File: src/rtl/nios_sqrt_pkg.sv
// Shared constants and types for the Nios II square-root coprocessor.
package nios_sqrt_pkg;

  localparam logic [1:0] ADDR_OPERAND = 2'd0;
  localparam logic [1:0] ADDR_RESULT  = 2'd1;
  localparam logic [1:0] ADDR_STATUS  = 2'd2;
  localparam logic [1:0] ADDR_CONTROL = 2'd3;

  localparam int unsigned BUSY_B   = 0;
  localparam int unsigned DONE_B   = 1;
  localparam int unsigned ERR_B    = 2;
  localparam int unsigned IRQ_EN_B = 0;

  typedef enum logic [1:0] {
    IDLE,
    ITER,
    FINISH
  } state_t;

endpackage

File: src/rtl/nios_system_sqrt_ctrl_if.sv
// Avalon-MM slave bus plus interrupt line for the square-root coprocessor.
interface nios_system_sqrt_ctrl_if;

  logic [1:0]  address;
  logic        chipselect;
  logic        read;
  logic        write;
  logic [31:0] writedata;
  logic [31:0] readdata;
  logic        irq;

  modport slave (
    input  address, chipselect, read, write, writedata,
    output readdata, irq
  );

  modport master (
    output address, chipselect, read, write, writedata,
    input  readdata, irq
  );

endinterface

File: src/rtl/nios_sqrt_step.sv
// One restoring square-root iteration: consumes two operand bits, yields one root bit.
module nios_sqrt_step #(
  parameter int unsigned RES_W = 16
) (
  input  logic [RES_W+1:0] rem,
  input  logic [RES_W-1:0] root,
  input  logic [1:0]       bits,
  output logic [RES_W+1:0] rem_nxt,
  output logic [RES_W-1:0] root_nxt
);

  localparam int unsigned REM_W = RES_W + 2;

  logic [REM_W-1:0] rem_sh;
  logic [REM_W-1:0] trial;
  logic             ge;

  always_comb begin
    rem_sh   = (rem << 2) | REM_W'(bits);
    trial    = {root, 2'b01};
    ge       = (rem_sh >= trial);
    rem_nxt  = ge ? (rem_sh - trial) : rem_sh;
    root_nxt = {root[RES_W-2:0], ge};
  end

endmodule

File: src/rtl/nios_system_sqrt_ctrl.sv
// Register map, sequencing FSM and interrupt for the iterative square-root coprocessor.
module nios_system_sqrt_ctrl
  import nios_sqrt_pkg::*;
#(
  parameter int unsigned DATA_W = 32
) (
  input  logic                  clock,
  input  logic                  reset,
  nios_system_sqrt_ctrl_if.slave bus
);

  localparam int unsigned RES_W = DATA_W / 2;
  localparam int unsigned CNT_W = $clog2(RES_W);
  localparam int unsigned REM_W = RES_W + 2;

  state_t              state, state_nxt;
  logic [DATA_W-1:0]   operand;
  logic [DATA_W-1:0]   shreg;
  logic [RES_W-1:0]    root, root_nxt, result;
  logic [REM_W-1:0]    rem, rem_nxt;
  logic [CNT_W-1:0]    cnt;
  logic                busy, done, err, irq_en;
  logic [31:0]         readdata, rd_mux;

  logic wr_sel, rd_sel, op_wr, op_busy_wr, stat_wr, ctl_wr;
  logic start, iter, fin, last_iter;

  assign wr_sel     = bus.chipselect & bus.write;
  assign rd_sel     = bus.chipselect & bus.read;
  assign op_wr      = wr_sel && (bus.address == ADDR_OPERAND);
  assign op_busy_wr = op_wr && (state != IDLE);
  assign stat_wr    = wr_sel && (bus.address == ADDR_STATUS);
  assign ctl_wr     = wr_sel && (bus.address == ADDR_CONTROL);
  assign last_iter  = (cnt == CNT_W'(RES_W - 1));

  nios_sqrt_step #(.RES_W(RES_W)) u_step (
    .rem      (rem),
    .root     (root),
    .bits     (shreg[DATA_W-1 -: 2]),
    .rem_nxt  (rem_nxt),
    .root_nxt (root_nxt)
  );

  always_ff @(posedge clock) begin
    if (reset) state <= IDLE;
    else       state <= state_nxt;
  end

  // Next state and per-cycle datapath strobes
  always_comb begin
    state_nxt = state;
    start     = 1'b0;
    iter      = 1'b0;
    fin       = 1'b0;
    case (state)
      IDLE: begin
        if (op_wr) begin
          start     = 1'b1;
          state_nxt = ITER;
        end
      end
      ITER: begin
        iter = 1'b1;
        if (last_iter) state_nxt = FINISH;
      end
      FINISH: begin
        fin       = 1'b1;
        state_nxt = IDLE;
      end
      default: state_nxt = IDLE;
    endcase
  end

  always_comb begin
    rd_mux = '0;
    case (bus.address)
      ADDR_OPERAND: rd_mux = 32'(operand);
      ADDR_RESULT:  rd_mux = 32'(result);
      ADDR_STATUS: begin
        rd_mux[BUSY_B] = busy;
        rd_mux[DONE_B] = done;
        rd_mux[ERR_B]  = err;
      end
      ADDR_CONTROL: rd_mux[IRQ_EN_B] = irq_en;
      default:      rd_mux = '0;
    endcase
  end

  // Set of done/err takes priority over a same-cycle W1C
  always_ff @(posedge clock) begin
    if (reset) begin
      operand  <= '0;
      shreg    <= '0;
      root     <= '0;
      rem      <= '0;
      cnt      <= '0;
      result   <= '0;
      busy     <= 1'b0;
      done     <= 1'b0;
      err      <= 1'b0;
      irq_en   <= 1'b0;
      readdata <= '0;
    end else begin
      if (start) begin
        operand <= bus.writedata[DATA_W-1:0];
        shreg   <= bus.writedata[DATA_W-1:0];
        root    <= '0;
        rem     <= '0;
        cnt     <= '0;
        busy    <= 1'b1;
      end
      if (iter) begin
        shreg <= shreg << 2;
        root  <= root_nxt;
        rem   <= rem_nxt;
        if (!last_iter) cnt <= cnt + CNT_W'(1);
      end
      if (fin) begin
        result <= root;
        busy   <= 1'b0;
      end
      if (fin)                                         done <= 1'b1;
      else if (start || (stat_wr && bus.writedata[DONE_B])) done <= 1'b0;
      if (op_busy_wr)                                  err <= 1'b1;
      else if (stat_wr && bus.writedata[ERR_B])        err <= 1'b0;
      if (ctl_wr) irq_en <= bus.writedata[IRQ_EN_B];
      if (rd_sel) readdata <= rd_mux;
    end
  end

  assign bus.readdata = readdata;
  assign bus.irq      = done & irq_en;

endmodule

File: src/flat_wrapper.sv
// flat-port wrapper written by rule: the top's interface ports become plain ports
module nios_system_sqrt_ctrl_flat import nios_sqrt_pkg::*;
#(
  parameter int unsigned DATA_W = 32
)
  (clock, reset, bus_address, bus_chipselect, bus_read, bus_write, bus_writedata, bus_readdata, bus_irq);
  nios_system_sqrt_ctrl_if bus_i ();
  input  logic clock;
  input  logic reset;
  input wire logic [$bits(bus_i.address)-1:0] bus_address;
  input wire logic [$bits(bus_i.chipselect)-1:0] bus_chipselect;
  input wire logic [$bits(bus_i.read)-1:0] bus_read;
  input wire logic [$bits(bus_i.write)-1:0] bus_write;
  input wire logic [$bits(bus_i.writedata)-1:0] bus_writedata;
  output wire logic [$bits(bus_i.readdata)-1:0] bus_readdata;
  output wire logic [$bits(bus_i.irq)-1:0] bus_irq;
  assign bus_i.address = bus_address;
  assign bus_i.chipselect = bus_chipselect;
  assign bus_i.read = bus_read;
  assign bus_i.write = bus_write;
  assign bus_i.writedata = bus_writedata;
  assign bus_readdata = bus_i.readdata;
  assign bus_irq = bus_i.irq;
  nios_system_sqrt_ctrl #(.DATA_W(DATA_W)) u_core (.clock(clock), .reset(reset), .bus(bus_i));
endmodule
File: config.mk
export PLATFORM = sky130hd
export DESIGN_NAME = nios_system_sqrt_ctrl_flat
export DESIGN_NICKNAME = d
export VERILOG_FILES = /design/src/rtl/nios_sqrt_pkg.sv /design/src/rtl/nios_system_sqrt_ctrl_if.sv /design/src/rtl/nios_sqrt_step.sv /design/src/rtl/nios_system_sqrt_ctrl.sv /design/src/flat_wrapper.sv
export SDC_FILE = /design/constraint.sdc
export NUM_CORES = 1
export LEC_CHECK = 0
export CAP_MARGIN = 0
export CORE_MARGIN = 1
export CORE_UTILIZATION = 45
export DETAILED_ROUTE_END_ITERATION = 7
export GPL_ROUTABILITY_DRIVEN = 0
export PLACE_DENSITY = 0.7
export SLEW_MARGIN = 40
export SYNTH_ARGS = -nofsm -noshare
export SYNTH_HDL_FRONTEND = slang
export SYNTH_SLANG_ARGS = --single-unit
File: constraint.sdc
create_clock -name clock -period 6.08 [get_ports clock]
set_clock_uncertainty 0.15 [all_clocks]
set_input_delay 1.52 -clock clock [delete_from_list [all_inputs] [get_ports clock]]
set_output_delay 1.52 -clock clock [all_outputs]
set_load 0.01 [all_outputs]
==> results of run 1 <==
-- layout by cell type, fill, tap and decap left out, types with 2 or more instances in the layout --
| cell | instances |
|---|---|
| sky130_fd_sc_hd__a22oi_1 | 30 |
| sky130_fd_sc_hd__nand2_1 | 199 |
| sky130_fd_sc_hd__bufinv_16 | 4 |
| sky130_fd_sc_hd__inv_1 | 19 |
| sky130_fd_sc_hd__a32oi_1 | 6 |
| sky130_fd_sc_hd__mux2i_1 | 12 |
| sky130_fd_sc_hd__nor2_1 | 61 |
| sky130_fd_sc_hd__a21o_1 | 3 |
| sky130_fd_sc_hd__buf_4 | 10 |
| sky130_fd_sc_hd__clkinv_4 | 3 |
| sky130_fd_sc_hd__nand3_1 | 8 |
| sky130_fd_sc_hd__clkbuf_16 | 17 |
| sky130_fd_sc_hd__xor2_1 | 6 |
| sky130_fd_sc_hd__nand2b_1 | 5 |
| sky130_fd_sc_hd__o211ai_1 | 2 |
| sky130_fd_sc_hd__o21bai_1 | 2 |
| sky130_fd_sc_hd__inv_6 | 2 |
| sky130_fd_sc_hd__nor2_2 | 2 |
| sky130_fd_sc_hd__nor3_1 | 8 |
| sky130_fd_sc_hd__o21ai_1 | 12 |
| sky130_fd_sc_hd__nor4_1 | 3 |
| sky130_fd_sc_hd__ha_1 | 19 |
| sky130_fd_sc_hd__and2_1 | 2 |
| sky130_fd_sc_hd__nor2b_1 | 2 |
| sky130_fd_sc_hd__a31oi_1 | 32 |
| sky130_fd_sc_hd__clkdlybuf4s50_1 | 70 |
| sky130_fd_sc_hd__clkinvlp_4 | 3 |
| sky130_fd_sc_hd__nand4_1 | 8 |
| sky130_fd_sc_hd__o21ai_0 | 26 |
| sky130_fd_sc_hd__xnor2_1 | 9 |
| sky130_fd_sc_hd__a211oi_1 | 3 |
| sky130_fd_sc_hd__dfxtp_1 | 154 |
| sky130_fd_sc_hd__mux2_2 | 13 |
| sky130_fd_sc_hd__o21a_1 | 2 |
| sky130_fd_sc_hd__a21oi_1 | 69 |
-- area by class of cell --
cell class	count	share of cell area, %
flip-flops and latches	154	38.86
clock buffers	19	5.584
well taps	180	2.839
clock inverters	13	2.413
repair buffers	80	9.779
inverters	19	0.8991
multi-input cells	564	39.62
-- worst min-delay path, stage by stage, from the launching register on --
cell	delay, ns
sky130_fd_sc_hd__dfxtp_1	0.31
sky130_fd_sc_hd__nand2_1	0.05
sky130_fd_sc_hd__a21oi_1	0.05
-- worst min path at each step --
stage / slack, ns / endpoint / cells past startpoint
3_3_place_gp: 0.29 / u_core.operand[19] / 2
2_1_floorplan: 0.28 / u_core.result[10] / 2
4_1_cts: 0.31 / u_core.result[10] / 2
5_1_grt: 0.33 / u_core.result[10] / 2
3_5_place_dp: 0.30 / u_core.result[10] / 2
6_report: 0.30 / u_core.operand[6] / 2
-- per-layer routing --
layer	routed length, microns	share of wire [%]	vias to the layer above	GRT usage, %
met5	0	0	-	0
met4	136	0.89	0	6.631
met3	620	4.1	12	4.401
met2	6895	45	133	32.13
met1	7567	50	2582	29.76
li1	-	-	2810	-
-- logic make-up (layout without fill, tap and decap cells) --
family / count (synthesis) / in the layout / synth area share [%]
multiplexers: 25 / 25 / 4.108
flip-flops: 154 / 154 / 47.52
AO/OA/AOI/OAI: 196 / 196 / 18.51
buffers and inverters: 69 / 131 / 4.378
AND/OR/NAND/NOR: 309 / 309 / 19.79
XOR/XNOR: 15 / 15 / 2.025
adder cells (fa/ha/maj): 19 / 19 / 3.664
-- registers in the layout, indices dropped and copies added, names as in the netlist --
name                 count
u_core.bus.readdata     32
u_core.busy              1
u_core.cnt               4
u_core.done              1
u_core.err               1
u_core.irq_en            1
u_core.operand          32
u_core.rem              16
u_core.result           16
u_core.root             16
u_core.shreg            32
u_core.state             2
-- power by group --
group | internal [mW] | switching [mW]
sequential | 1.02 | 0.0103
combinational | 0.110 | 0.142
clock | 0.702 | 0.429
-- per-stage QoR --
stage,setup WS (ns),utilization (%)
2_1_floorplan,3.253,-
3_3_place_gp,1.915,52.08
3_5_place_dp,1.731,52.16
4_1_cts,2.170,56.70
5_1_grt,2.123,56.71
6_report,2.318,56.71
==> metrics list, run 1 <==
- Remaining number of nets flagged by the antenna check after routing: 0
- The most used flip-flop cell after synthesis is sky130_fd_sc_hd__dfxtp_1.
- Most instantiated library cell after synthesis: sky130_fd_sc_hd__nand2_1
- Gates resized, CTS repair: 0
* First-pass GRT wire length: ~25000 microns
- The critical path goes through clkdlybuf4s50_1 -> nor2_1 -> and3b_2 -> nor2_2 -> buf_4 -> nand2_1 -> a31oi_1.
- The first TritonRoute pass finished after 5 iterations.
- The worst path in the final design needs a cycle of roughly 3.8 ns, including I/O delays and setup.
- Total area of multi-input combinational cells: roughly 3100 sq um
- Smallest hold slack: ~0.3 ns
- Including well taps, the total number of placed cells is ~1000.
- Non-filler cells in the finished layout: between 1k and 1.5k
- Fill cell count: approximately 1.3k
* Largest buffer count on any clock path: 2
- The startpoint identified for the worst register-to-register timing path is u_core.root[7].
* Critical path data arrival time: just under 4 ns
- The die is 122.1 microns wide.
- The via count of the first global-routing pass is 5020.
* Number of hold-slack violations in the final timing report: 0
- In this run the standard cell core region covers around 14000 sq um.
* Number of antenna diodes: 0
* HP Class: flop to flop
- Clock tree root buffer cell: sky130_fd_sc_hd__clkbuf_16
- The initial antenna violation count came to 0.
- Of the available clock period, the critical path in the final layout requires around three fifths.
- Starting utilization of the core area: a little under half
- Row count: 43
- The synthesized design devotes to its leading area cell type between 40% and 50% of total area.
- The sequential cells in the finished layout cover a total of approximately 3100 sq um.
* Overflow after GRT: 0
* Syn_area_per_cell: roughly 8 sq um
- Ys async rst share: 0%
- Buffering stage count on the worst path with inverters included: 2
* Count of input and output buffers: just over 70
* Launch point of the critical path: bus_address[1]
- Kind of end point of the critical path: flop
- The analysis attributes to cell leakage a power of about 2.9 nW.
* Peak clock frequency supported by timing: 265.8 MHz
- The netlist uses slightly below 50 different library cells.
- On the worst path, the slowest cell contributes a delay of 0.86 ns.
* Crit path depth: 7
- Hpwl dp: between 9000 and 10000 microns
- Average wire per standard cell: ~15 microns
* Global-route usage over all layers: a little over a fifth
- In this run the register-to-register setup slack is 3.63 ns.
* Post-place instance area: 7297 sq um
- Category of the most critical setup path: input pin to flop
- Net count of the mapped netlist: between 800 and 900
- Worst-margin pin slew: between 0.7 and 0.8 ns
* Critical Path RT: ~6.3 ns
* Warnings, synthesis: 0
- Critical path peak fanout: 21
- Number of buffers inserted by hold repair at cts: 0
- By area the synthesized netlist is led by sky130_fd_sc_hd__dfxtp_1 48%, sky130_fd_sc_hd__nand2_1 12%, sky130_fd_sc_hd__a21oi_1 5.3%.
* Maximum level of the CTS H-tree: 4
* Routed via count divided by cell count: 5.381
* First-iteration detailed-routing DRC count: roughly 460
- The number of setup buffers added after CTS is 0.
- Number of nets in the finished design: 894
* Vertical die dimension: approximately 120 microns
* Syn Inst Count: between 700 and 800
* Standard cell with the maximum stage delay on the critical path: sky130_fd_sc_hd__clkdlybuf4s50_1
* Max-cap violation count: 0
* Setup violators final: 0
* Post-synthesis to final-layout area growth: 22.28%
- Design Power: about 2.4 mW
- Final Cell Area: between 7000 and 8000 sq um
* CTS sink count: roughly 150
- The largest total area in the synthesized netlist belongs to sky130_fd_sc_hd__dfxtp_1.
* Number of cells on the worst reg-to-reg path: 7
- Worst slew margin relative to its limit: between 50% and 60%
- On the critical path the largest part of the delay comes from buffers and inverters.
- Yosys mapped a number of flops with a built-in enable equal to 0.
* Proportion of layout cells with a drive suffix above 1: 8.127%
* Vias after detailed routing: 5537
- For this design the top-level I/O count stands at 72.
- Largest net degree at the start of global routing: 66
- Startpoint type of the worst setup path: input pin
- The most critical setup path has its endpoint at u_core.shreg[25].
* Most common library cells after synthesis: 199 x sky130_fd_sc_hd__nand2_1, 154 x sky130_fd_sc_hd__dfxtp_1, 69 x sky130_fd_sc_hd__a21oi_1, 63 x sky130_fd_sc_hd__nor2_1, 36 x sky130_fd_sc_hd__clkbuf_1
- Total clock buffers created by CTS: 17
- Outcome: complete, no violations
* Startpoint of the lowest-slack hold path: u_core.operand[6]
- Adding up every negative setup slack in the final design gives 0 ns.
- Number of synthesized register bits: approximately 150
- TritonCTS clock tree: built
- Clock-pin slew reported for the worst setup and hold paths after clock tree synthesis: around 0.070 ns
- The number of max-slew violations in the final report was 0.
- Area enclosed by the die boundary: roughly 15000 sq um
- The endpoint identified for the worst register-to-register timing path is u_core.rem[13].
- IR analysis of the VDD net gives a maximum drop of approximately 190 uV.
- In the routed design, unresolved DRC markers number 0.
- Summing every instance area after synthesis gives 6487 sq um.
- Summing the sequential cell areas from Yosys gives 47.52% of the chip area.
* Insertion delay to the later sink of the worst-skew pair: 0.42 ns
- Final wirelength: about 15000 microns
* Power density cells: approximately 300 nW/um^2
- Setup repair after global routing left no endpoint under its margin.
Note: power is estimated with default switching activity, not from simulation.
==> inputs of run 2 (changes only) <==
- clock period: 6.08 -> 3.7 ns (I/O delays scaled with it)
==> metrics list, run 2 (synthesis results as in run 1) <==
- RSZ-0062 raised after global routing: no
- Via count of the first global-routing pass: 5101 (+1.6%)
- Worst stage delay on the critical path: 0.52 ns (-0.34 ns)
- Max-cap violation count: 0 (unchanged)
* Final wirelength: 14860 microns (-2.4%)
- Number of nets in the finished design: 899 (+0.56%)
- Smallest hold slack: 0.3034 ns (-0.0009760 ns)
* Worst slew margin relative to its limit: 49.14% (-2.0 points)
* Total clock buffers created by CTS: 17 (unchanged)
- The initial DRC count is 482 (+5.7%).
- The post-route core utilization was 56.63% (-0.081 points).
* Tcrit/Tclk final: 75.10%
- The total negative slack for setup checks was 0 ns (unchanged).
* Peak clock frequency supported by timing: about 360 MHz
- The final antenna-violating net count came to 0 (unchanged).
- The number of clock sinks is 154 (unchanged).
- The placed wire-length estimate came to 9831 microns (-0.33%).
- The pin count of the biggest net entering global routing was 87 (+32%).
- First-pass GRT wire length: 24470 microns (-1.2%)
* Vertical die dimension: 122.1 microns (unchanged)
- Insertion delay to the later sink of the worst-skew pair: 0.42 ns (about the same)
* Maximum level of the CTS H-tree: 4 (unchanged)
* Minimum period implied by the final worst setup slack: ~2.8 ns
- Vias after detailed routing: 5466 (-1.3%)
- Clock tree root buffer cell: sky130_fd_sc_hd__clkbuf_16
* Global-route usage over all layers: 20.87% (-0.25 points)
- Leading cell types in the layout, fill and taps excluded: 199 x sky130_fd_sc_hd__nand2_1, 154 x sky130_fd_sc_hd__dfxtp_1, 70 x sky130_fd_sc_hd__clkdlybuf4s50_1
- Outcome: complete, no violations
* TritonCTS clock tree: built
- Most common library cell in the layout ignoring fill and taps: sky130_fd_sc_hd__nand2_1
* Worst VDD drop: 343.4 uV (+81%)
* Kind of end point of the critical path: flop
* Critical path data arrival time: 2.91 ns (-1.04 ns)
- Routed via count divided by cell count: 5.286 (-1.8%)
- Overflow after GRT: 0 (unchanged)
- The highest fanout seen on the critical path was 36 (+71%).
* Footprint of the flip-flops and latches: 3083 sq um (unchanged)
- Leakage power: 2.889 nW (+0.43%)
- Setup violators final: 0 (unchanged)
- Worst-margin pin slew: 0.7511 ns (+0.02945 ns)
- The area of combinational cells with multiple inputs came to 3138 sq um (-0.16%).
- The fraction of layout cells with a size suffix above 1 is 8.431% (+0.30 points).
- The number of max-slew violations in the final report was 0 (unchanged).
- Count of input and output buffers: 71 (unchanged)
* Post-synthesis to final-layout area growth: 22.10%
* Average wire per standard cell: 14.37 microns (-2.8%)
- The number of post-CTS setup repair buffers is 0 (unchanged).
* DRC violation count after routing: 0 (unchanged)
- Clock-pin slew reported for the worst setup and hold paths after clock tree synthesis: 0.06 ns (about the same)
* Initial DRT Pass Iterations: 5 (unchanged)
* Width of the die: 122.1 microns (unchanged)
* Cell repeated most along the worst path: sky130_fd_sc_hd__buf_4
* Row count: 43 (unchanged)
* Startpoint type of the worst setup path: input pin
- The overall power of the completed layout was 3.836 mW (+59%).
- Category of the most critical setup path: input pin to flop
* Fill cell count: 1314 (+1.6%)
- The starting utilization of the core area was 46.38% (unchanged).
- The worst hold path belongs to the class flop to flop.
- The area of the die came to 14900 sq um (unchanged).
- Power density cells: 484.3 nW/um^2 (+59%)
- Traced cell by cell, the critical path runs through clkdlybuf4s50_1 -> nand2_1 -> and3b_1 -> buf_4 -> nor3_2 -> buf_4 -> a32oi_1 -> o21ai_1.
- The maximum clock insertion buffer count was 2 (unchanged).
* Critical Path RT: 3.83 ns (-2.44 ns)
- The count of endpoints failing hold in the final timing report is 0 (unchanged).
- Number of antenna diodes: 0 (unchanged)
* Biggest regs: u_core.bus.readdata x32, u_core.operand x32, u_core.shreg x32
- The quantity of gates resized following cts came to 0 (unchanged).
- The number of hold buffers added after cts is 0 (unchanged).
- Ports placed on the boundary: 72 (unchanged)
- The slowest stage of the critical path belongs to the cell sky130_fd_sc_hd__clkdlybuf4s50_1.
- Initial antenna violation count: 0 (unchanged)
- Placeable core area: 13990 sq um (unchanged)
run 2: changes by cell type in the layout (fill, tap and decap cells not counted), sizes merged:
cell / change
buf: +5
clkinv: +4
bufinv: -2
clkinvlp: -2
run 2: area by class of cell:
cell class | instances | share of cell area, %
multi-input cells | 564 | 39.61
flip-flops and latches | 154 | 38.92
repair buffers | 85 | 10.31
clock buffers | 19 | 5.592
well taps | 180 | 2.843
clock inverters | 13 | 1.816
inverters | 19 | 0.9003
run 2: critical path: cells and delay by family:
family	cells	cell delay (ns)
AND/OR/NAND/NOR	3	0.48
buffers and inverters	3	1.19
AO/OA/AOI/OAI	2	0.29
run 2: metrics by stage:
stage | worst slack (ns) | std cells | cell area (sq um)
2_1_floorplan | 1.468 | 787 | 6487
3_3_place_gp | 0.5262 | 1002 | 7323
3_5_place_dp | 0.5261 | 1002 | 7331
4_1_cts | 0.9434 | 1034 | 7918
5_1_grt | 0.7976 | 1034 | 7921
6_report | 0.9215 | 1034 | 7921
run 2: layer usage:
| layer | wire [microns] | vias up | track usage, % |
|---|---|---|---|
| met5 | 0 | - | 0 |
| met4 | 183 | 0 | 6.174 |
| met3 | 596 | 18 | 4.635 |
| met2 | 6692 | 114 | 31.60 |
| met1 | 7389 | 2514 | 29.51 |
| li1 | - | 2820 | - |
run 2: worst paths after layout:
path | from | endpoint | slack (ns) | cells after the start
max reg2reg | u_core.root[0] | u_core.rem[13] | 1.21 | 8
min | u_core.result[9] | u_core.result[9] | 0.30 | 2
min reg2reg | u_core.result[9] | u_core.result[9] | 0.30 | 2
max | bus_chipselect | u_core.rem[13] | 0.92 | 8
run 2: power breakdown:
| group | internal, mW | leakage, nW | switching, mW |
|---|---|---|---|
| Clock | 1.02 | 0.288 | 0.705 |
| Combinational | 0.183 | 1.36 | 0.233 |
| Sequential | 1.68 | 1.24 | 0.0163 |
| Total | 2.88 | 2.89 | 0.954 |
==> inputs of run 3 (changes only) <==
- clock period: 3.7 -> 2.7 ns (I/O delays scaled with it)
==> metrics list, run 3 (synthesis results as in run 1) <==
- Leaving out fill and tap cells, the most frequent cell in the layout is sky130_fd_sc_hd__nand2_1.
- The vertical die dimension came to 122.1 microns (unchanged).
- The area of combinational cells with multiple inputs is 3139 sq um (about the same).
- The transition time of the tightest slew-check pin is 0.6762 ns (-0.07487 ns).
- The power density over cell area came to 660.6 nW/um^2 (+36%).
- Top delay family on crit path: compound AO/OA/AOI/OAI gates
- Row count: 43 (unchanged)
- Setup repair after global routing left no endpoint under its margin.
- The placed wire-length estimate was 9941 microns (+1.1%).
- The post-detailed-placement cell area is 7415 sq um (+1.1%).
- The number of hold buffers added after cts came to 0 (unchanged).
- Overflow after GRT: 0 (unchanged)
- In the layout the commonest cells are 199 x sky130_fd_sc_hd__nand2_1, 154 x sky130_fd_sc_hd__dfxtp_1, 70 x sky130_fd_sc_hd__clkdlybuf4s50_1.
- The final antenna-violating net count was 0 (unchanged).
* Final Cell Area: 8011 sq um (+1.1%)
- The part of the power in the clock network is 45.0% (about the same).
- The fraction of layout cells with a size suffix above 1 came to 9.080% (+0.65 points).
* First-iteration detailed-routing DRC count: 447 (-7.3%)
- The clock latency on the worst-skew pair came to 0.42 ns (about the same).
- Max-cap violation count: 0 (unchanged)
- Buffers inserted by post-CTS timing repair: 0 (unchanged)
- The register area came to 3083 sq um (unchanged).
- TritonCTS built the clock tree.
- Area enclosed by the die boundary: 14900 sq um (unchanged)
- Setup TNS Final: 0 ns (unchanged)
- The root buffer cell chosen for the clock tree is sky130_fd_sc_hd__clkbuf_16.
- Starting utilization of the core area: 46.38% (unchanged)
- The via count of the first global-routing pass was 4972 (-2.5%).
* Leakage power: 2.935 nW (+1.6%)
* Count of input and output buffers: 71 (unchanged)
* Total internal power: 4.024 mW (+40%)
- Largest net degree at the start of global routing: 111 (+28%)
- Minimum period implied by the final worst setup slack: ~2.4 ns
- The global-route wire length before repair is 23930 microns (-2.2%).
* Fill cell count: 1284 (-2.3%)
- Placeable core area: 13990 sq um (unchanged)
- Gate power share: 11.0% (+0.2 points)
- Among all stages on the critical path, the largest delay is contributed by sky130_fd_sc_hd__o31a_4.
* Critical Path RT: 2.85 ns (-0.98 ns)
* Category of the most critical setup path: flop to flop
- Width of the die: 122.1 microns (unchanged)
- Worst VDD drop: 471.1 uV (+37%)
* Ports placed on the boundary: 72 (unchanged)
- The worst path uses 88.92% of the clock period.
- The quantity of gates resized following cts is 0 (unchanged).
- Global-route usage over all layers: 20.47% (-0.41 points)
- Peak clock frequency supported by timing: around 420 MHz
* Critical path data arrival time: 2.55 ns (-0.36 ns)
- The final non-filler cell total is 1039 (+0.48%).
- The switching power of the nets was 1.269 mW (+33%).
- The number of clock sinks was 154 (unchanged).
- Initial antenna violation count: 0 (unchanged)
* Kind of end point of the critical path: flop
* Total clock buffers created by CTS: 17 (unchanged)
- The H-tree depth is 4 (unchanged).
- Clock-pin slew reported for the worst setup and hold paths after clock tree synthesis: 0.06 ns (about the same)
- Core Util, Final: 57.27% (+0.64 points)
- Net Sw Frac: 23.98% (-0.90 points)
- Smallest hold slack: 0.3034 ns (-0.000004000 ns)
* Post-synthesis to final-layout area growth: 23.49%
* Vias after detailed routing: 5521 (+1.0%)
- The signal on the critical path passes through inv_1 -> ha_1 -> a21oi_1 -> o21ai_1 -> o31a_4 -> nor2_8 -> mux2i_1 -> o21ai_0.
- Setup violators final: 0 (unchanged)
- The wire length reported by the detailed router came to 14720 microns (-0.95%).
- The number of max-slew violations in the final report is 0 (unchanged).
* Startpoint type of the worst setup path: flop
* Number of instances in the placed design: 1008 (+0.60%)
- Biggest regs: u_core.bus.readdata x32, u_core.operand x32, u_core.shreg x32
- Routed via count divided by cell count: 5.314 (+0.52%)
- The count of inserted antenna diode cells is 0 (unchanged).
* Average wire per standard cell: 14.17 microns (-1.4%)
- The max-slew headroom at the worst pin came to 54.77% (+5.6 points).
* Buffering stage count on the worst path with inverters included: 1 (-2)
- The maximum clock insertion buffer count is 2 (unchanged).
* Outcome: complete, no violations
- Number of nets in the finished design: 905 (+0.67%)
- The number of remaining DRC errors came to 0 (unchanged).
* HP Class: flop to flop
- Number of hold-slack violations in the final timing report: 0 (unchanged)
- The longest individual stage delay on the worst path is 0.39 ns (-0.13 ns).
- Initial DRT Pass Iterations: 5 (unchanged)
- The highest fanout seen on the critical path was 17 (-53%).
* Power share of the sequential group: 44.0% (-0.3 points)
-- run 3: changes by cell type in the layout (fill, tap and decap cells not counted), moves of 2 or more --
| cell | change |
|---|---|
| sky130_fd_sc_hd__nor2_2 | +2 |
| sky130_fd_sc_hd__buf_12 | +3 |
| sky130_fd_sc_hd__clkbuf_8 | +3 |
| sky130_fd_sc_hd__clkinv_4 | -3 |
| sky130_fd_sc_hd__buf_4 | +4 |
-- run 3: worst paths after layout --
kind / start / to / slack, ns / depth (start not counted)
worst max-delay path: u_core.root[5] / u_core.rem[2] / 0.30 / 8
worst min-delay path: u_core.result[11] / u_core.result[11] / 0.30 / 2
worst max register to register: u_core.root[5] / u_core.rem[2] / 0.30 / 8
worst min register to register: u_core.result[11] / u_core.result[11] / 0.30 / 2
-- run 3: worst register-to-register path, stage by stage (launching register included) --
cell,delay (ns)
sky130_fd_sc_hd__dfxtp_1,0.36
sky130_fd_sc_hd__inv_1,0.08
sky130_fd_sc_hd__ha_1,0.37
sky130_fd_sc_hd__a21oi_1,0.19
sky130_fd_sc_hd__o21ai_1,0.15
sky130_fd_sc_hd__o31a_4,0.39
sky130_fd_sc_hd__nor2_8,0.28
sky130_fd_sc_hd__mux2i_1,0.22
sky130_fd_sc_hd__o21ai_0,0.08
-- run 3: power by group through the flow --
stage | Sequential, mW | Clock [mW] | Combinational, mW
2_1_floorplan | 2.37 | 0 | 0.442
3_3_place_gp | 2.38 | 0 | 0.578
3_5_place_dp | 2.38 | 0 | 0.582
4_1_cts | 2.33 | 2.41 | 0.584
5_1_grt | 2.33 | 2.52 | 0.638
6_report | 2.33 | 2.38 | 0.582
-- run 3: cell type report --
class                           count  area share [%]
Multi-Input combinational cell    564           39.18
Sequential cell                   154           38.48
Timing Repair Buffer               91           11.18
Clock buffer                       21           5.997
Tap cell                          180           2.811
Clock inverter                     10           1.452
Inverter                           19          0.8902
-- run 3: metal layers --
layer | up-vias | wire length (microns) | part of all wire, % | global-route usage [%]
met3 | 10 | 582 | 4.0 | 4.728
met1 | 2551 | 7349 | 50 | 28.18
met2 | 125 | 6671 | 45 | 31.64
li1 | 2835 | - | - | -
met4 | 0 | 116 | 0.79 | 6.326
met5 | - | 0 | 0 | 0
-- run 3: stage by stage --
step	worst slack, ns	power [mW]
after floorplan	0.5080	2.815
after global placement	-0.01084	2.955
after detailed placement	-0.002079	2.959
after CTS	0.3082	5.324
after global routing	0.1470	5.490
final	0.2991	5.293
